[config.mk]
export PLATFORM = sky130hd
export DESIGN_NAME = jtkiwi_col_draw
export DESIGN_NICKNAME = d
export VERILOG_FILES = /design/src/rtl/jtkiwi_col_draw.sv
export SDC_FILE = /design/constraint.sdc
export NUM_CORES = 1
export LEC_CHECK = 0
export CAP_MARGIN = 30
export CORE_UTILIZATION = 47
export CTS_CLUSTER_SIZE = 40
export DETAILED_ROUTE_END_ITERATION = 16
export GPL_ROUTABILITY_DRIVEN = 0
export PLACE_DENSITY = 0.77
export SLEW_MARGIN = 40
export SYNTH_ARGS = -nofsm -noshare
export SYNTH_HDL_FRONTEND = slang
export SYNTH_SLANG_ARGS = --single-unit
[constraint.sdc]
create_clock -name clk -period 3.4 [get_ports clk]
set_input_delay 0.68 -clock clk [delete_from_list [all_inputs] [get_ports clk]]
set_output_delay 0.68 -clock clk [all_outputs]
set_load 0.03 [all_outputs]
[src/rtl/jtkiwi_col_draw.sv]
// rtl/jtkiwi_col_draw.sv - tile row draw engine: two ROM fetches, 4bpp decode, line buffer writes
// One request draws 16 pixels; the half shown first on screen is fetched first.
module jtkiwi_col_draw #(
    parameter int PALW = 5
) (
    input  logic              clk,
    input  logic              rst,
    input  logic              draw,
    output logic              busy,
    input  logic [15:0]       code,
    input  logic [15:0]       attr,
    input  logic [8:0]        xpos,
    input  logic [3:0]        ysub,
    input  logic              flip,
    output logic [17:0]       rom_addr,
    output logic              rom_cs,
    input  logic              rom_ok,
    input  logic [31:0]       rom_data,
    output logic [8:0]        buf_addr,
    output logic              buf_we,
    output logic [PALW+3:0]   buf_din
);

    typedef enum logic [1:0] {IDLE, FETCH, DRAW} state_t;

    state_t            state_q;
    logic [12:0]       tile_q;
    logic [PALW-1:0]   pal_q;
    logic [8:0]        xpos_q;
    logic [3:0]        row_q;
    logic              hf_q;
    logic              flip_q;
    logic              half_q;
    logic              seg_q;
    logic              settle_q;
    logic [31:0]       data_q;
    logic [3:0]        cnt_q;

    logic              hf_d;
    logic              vf_d;
    logic [3:0]        row_d;
    logic [2:0]        n_d;
    logic [2:0]        k_d;
    logic [31:0]       src_d;
    logic [3:0]        pix_d;
    logic [8:0]        sum_d;
    logic [8:0]        addr_d;
    logic              emit_d;

    logic              unused_bits;
    assign unused_bits = &{1'b0, code[13], attr[15-PALW:0]};

    // Pixel 0 of a half is decoded straight from rom_data in the latch cycle,
    // the remaining seven from the held word.
    always_comb begin
        hf_d   = code[15] ^ flip;
        vf_d   = code[14] ^ flip;
        row_d  = ysub ^ {4{vf_d}};
        n_d    = (state_q == FETCH) ? 3'd0 : cnt_q[2:0];
        src_d  = (state_q == FETCH) ? rom_data : data_q;
        k_d    = hf_q ? ~n_d : n_d;
        pix_d  = {src_d[5'd31 - {2'b00, k_d}], src_d[5'd23 - {2'b00, k_d}],
                  src_d[5'd15 - {2'b00, k_d}], src_d[5'd7  - {2'b00, k_d}]};
        sum_d  = xpos_q + {5'd0, seg_q, n_d};
        addr_d = flip_q ? ~sum_d : sum_d;
        emit_d = ((state_q == FETCH) && !settle_q && rom_ok) ||
                 ((state_q == DRAW) && (cnt_q != 4'd8));
    end

    always_ff @(posedge clk or posedge rst) begin
        if (rst) begin
            state_q  <= IDLE;
            busy     <= 1'b0;
            rom_cs   <= 1'b0;
            rom_addr <= '0;
            buf_we   <= 1'b0;
            buf_addr <= '0;
            buf_din  <= '0;
            tile_q   <= '0;
            pal_q    <= '0;
            xpos_q   <= '0;
            row_q    <= '0;
            hf_q     <= 1'b0;
            flip_q   <= 1'b0;
            half_q   <= 1'b0;
            seg_q    <= 1'b0;
            settle_q <= 1'b0;
            data_q   <= '0;
            cnt_q    <= '0;
        end else begin
            case (state_q)
                IDLE: begin
                    if (draw) begin
                        tile_q   <= code[12:0];
                        pal_q    <= attr[15 -: PALW];
                        xpos_q   <= xpos;
                        row_q    <= row_d;
                        hf_q     <= hf_d;
                        flip_q   <= flip;
                        half_q   <= hf_d;
                        seg_q    <= 1'b0;
                        settle_q <= 1'b1;
                        rom_addr <= {code[12:0], hf_d, row_d};
                        rom_cs   <= 1'b1;
                        busy     <= 1'b1;
                        state_q  <= FETCH;
                    end
                end
                FETCH: begin
                    if (settle_q) begin
                        settle_q <= 1'b0;
                    end else if (rom_ok) begin
                        data_q  <= rom_data;
                        rom_cs  <= 1'b0;
                        cnt_q   <= 4'd1;
                        state_q <= DRAW;
                    end
                end
                DRAW: begin
                    if (cnt_q == 4'd8) begin
                        if (!seg_q) begin
                            seg_q    <= 1'b1;
                            half_q   <= ~half_q;
                            rom_addr <= {tile_q, ~half_q, row_q};
                            rom_cs   <= 1'b1;
                            settle_q <= 1'b1;
                            state_q  <= FETCH;
                        end else begin
                            busy    <= 1'b0;
                            state_q <= IDLE;
                        end
                    end else begin
                        cnt_q <= cnt_q + 4'd1;
                    end
                end
                default: state_q <= IDLE;
            endcase

            // Address and colour only move on real writes; transparent slots hold them.
            if (emit_d) begin
                buf_we <= |pix_d;
                if (|pix_d) begin
                    buf_addr <= addr_d;
                    buf_din  <= {pal_q, pix_d};
                end
            end else begin
                buf_we <= 1'b0;
            end
        end
    end

endmodule

==> results_dict.tcl, run 1 <==
set metrics [dict create \
    cts-hold-fix-buffers 0 \
    dp_hpwl_um 9330 \
    layout_commonest_cell "nand2_1" \
    cellInternalPower_mw 4.40 \
    antenna_found_initial 0 \
    portBuffers 108 \
    grt_max_degree 55 \
    finalSetupTns_ps 0 \
    net-switching-power_mw 3.01 \
    n_fill_cell 1011 \
    synth_nets 659 \
    hp-class "register to register" \
    syn_area_sq_um 5780 \
    cts_buffer_depth 2 \
    hold_path.startpoint "pal_q[2]" \
    critPathKind "register to register" \
    coreArea_sq_um 12000 \
    die_y_um 113 \
    rsz0062_at_grt "no" \
    postCtsSetupBuffers 0 \
    clk_pin_slew_ps 70 \
    yosysWarnings 0 \
    die_w_um 113 \
    hold_path_depth 2 \
    postRouteAntennaNets 0 \
    dieArea_sq_um 12700 \
    finClkSkew_ps 8.20 \
    r2r-start "cnt_q[1]" \
    hold_viol 0 \
    required_ps 3640 \
    final_cell_mix "nand2_1, dfrtp_1, clkdlybuf4s50_1" \
    power_frac_comb_pct 52.0 \
    finalMaxSlewViolations 0 \
    p_clk_share_pct 14.3 \
    final_cells 822 \
    gr-total-overflow 0 \
    max_freq_mhz 331 \
    finalNetCount 761 \
    cts_tree "built" \
    wire_per_inst_um 16.3 \
    clk_latency_ps 360 \
    grt_usage_pct 22.2 \
    clock-sinks 112 \
    status "finished, final reports clean" \
    syn_area_per_cell_sq_um 10.1 \
    dr.pass1.iters 4 \
    grt_pass1_wl_um 22300 \
    initial_core_util_pct 48.1 \
    synthCells 570 \
    viasPerCell 5.44 \
    placed_cell_area_sq_um 7060 \
    p_seq_share_pct 33.7 \
    ys.flop_type "dfrtp_1" \
    grt_pass1_vias 4647 \
    synthTopCellsByArea "dfrtp_1, mux2_2, nand2_1" \
    place_inst 808 \
    min_period_ps 3020 \
    power.leakage_nw 3.26 \
    synth_cell_types 50 \
    route.detailed.drc 0 \
    drv_cap 0 \
    cts_root_buffer "clkbuf_16" \
    startpoint "cnt_q[1]" \
    yosysSeqAreaShare_pct 48.5 \
    synth_seq_cells 112 \
    antenna_cells 0 \
    reg2reg_depth 7 \
    regToRegSetupSlack_ps 380 \
    tightest_slew_ps 693 \
    boundaryPins 121 \
    power_density_nw_per_um2 1010 \
    final_cell_area_sq_um 7350 \
    worstSetupStartpointType "register" \
    holdPathEnd "pal_q[2]" \
    finalSetupViolations 0 \
    ir_drop_mv 0.520 \
    synth_top_area_share_pct 48.5 \
    wirelength_um 13400 \
    synth_edf_count 0 \
    relSlewSlack_pct 53.8 \
    rows 40 \
    p_sw_share_pct 40.6 \
    rr_endpoint "buf_addr[3]" \
    arrival_ps 3260 \
    drive_above_1_share_pct 15.1 \
    cts_resized 0 \
    timing.final.crit_share_pct 88.8 \
    vias 4472 \
    syn_to_final_growth_pct 27.2 \
    synth_top_cell_by_area "dfrtp_1" \
    cp_max_fo 17 \
    drt_iter0_markers 217 \
    cp-end-kind "register" \
    async_reset_ff_share_pct 100 \
    cts_buffers 9 \
    htreeDepth 3 \
]
[cell type report]
| class | instances | area, sq um | share of cell area (%) |
|---|---|---|---|
| clock buffer | 9 | 225 | 3.06 |
| sequential | 112 | 2800 | 38.1 |
| timing repair buffer | 128 | 1270 | 17.3 |
| clock inverter | 5 | 66.3 | 0.902 |
| multi-input combinational | 412 | 2770 | 37.6 |
| tap | 147 | 184 | 2.50 |
| inverter | 9 | 37.5 | 0.510 |
[sequential cells by signal (all words and copies together) (netlist names)]
register,flops
hf_q,1
flip_q,1
pal_q,5
cnt_q,4
buf_din,9
buf_we,1
tile_q,13
busy,1
xpos_q,9
buf_addr,9
data_q,32
rom_cs,1
row_q,4
settle_q,1
seg_q,1
state_q,2
rom_addr,18
[cell usage after synthesis, types with 8 or more instances]
| cell | number |
|---|---|
| a21oi_1 | 12 |
| buf_2 | 11 |
| clkbuf_1 | 17 |
| dfrtp_1 | 112 |
| inv_1 | 9 |
| mux2_2 | 46 |
| mux2_4 | 8 |
| mux2i_1 | 23 |
| nand2_1 | 132 |
| nand2b_1 | 10 |
| nor2_1 | 26 |
| o21ai_0 | 41 |
| xnor2_1 | 15 |
| xor2_1 | 9 |
[critical path, cell delays in order, from the launching register on]
cell	delay, ps
dfrtp_1	790
inv_1	280
ha_1	290
nand4_1	200
o21ai_0	240
nor3_4	500
buf_6	250
mux2_2	350
[power groups by stage]
stage	logic (mW)	clock network, mW	registers (mW)
floorplan	2.46	0	2.74
global placement	3.75	0	2.46
detailed placement	3.87	0	2.51
CTS	3.89	1.10	2.50
global route	4.20	1.15	2.58
finish	3.86	1.06	2.50
[per-layer routing]
metal | global-route usage, % | part of all wire (%)
met4 | 5.79 | 1.2
met2 | 37.8 | 50
met3 | 8.30 | 6.8
met1 | 26.7 | 42
met5 | 0 | 0
[worst max path at each step]
stage	to	slack, ps	depth (start not counted)
6_report	buf_addr[3]	380	7
5_1_grt	buf_addr[3]	180	8
3_3_place_gp	buf_addr[6]	200	7
3_5_place_dp	buf_addr[3]	350	8
4_1_cts	buf_din[4]	380	9
2_1_floorplan	buf_addr[8]	900	12
[per-stage QoR]
| stage | worst slack [ps] | utilization (%) | hold WS [ps] | power (mW) |
|---|---|---|---|---|
| CTS | 377 | 61.2 | 488 | 7.49 |
| detailed placement | 352 | 58.8 | 466 | 6.38 |
| floorplan | 899 | - | 440 | 5.20 |
| global placement | 204 | 58.7 | 455 | 6.21 |
| finish | 381 | 61.2 | 481 | 7.42 |
| global route | 184 | 61.2 | 508 | 7.93 |
[cell families (layout without fill, tap and decap cells)]
kind of cell	Yosys count	count (layout)	share of synthesized area (%)
AOI/OAI and AO/OA	96	96	10.5
xor gates and xnor gates	24	24	3.64
adders and majority gates	7	7	1.65
buffers and inverters	46	151	3.81
DFF	112	112	48.5
muxes	80	80	16.3
and+or+nand+nor	205	205	15.6
(Power assumes the default switching activity.)
==> inputs of run 2 (changes only) <==
Settings changed: ABC_CLOCK_PERIOD_IN_PS set to 3400.
==> results of run 2 <==
The final DEF is identical to that of run 1; final timing and power are the same.
==> inputs of run 3 (changes only) <==
Settings changed: SKIP_LAST_GASP set to 1.
==> results of run 3 <==
The final DEF is identical to that of run 1; final timing and power are the same.
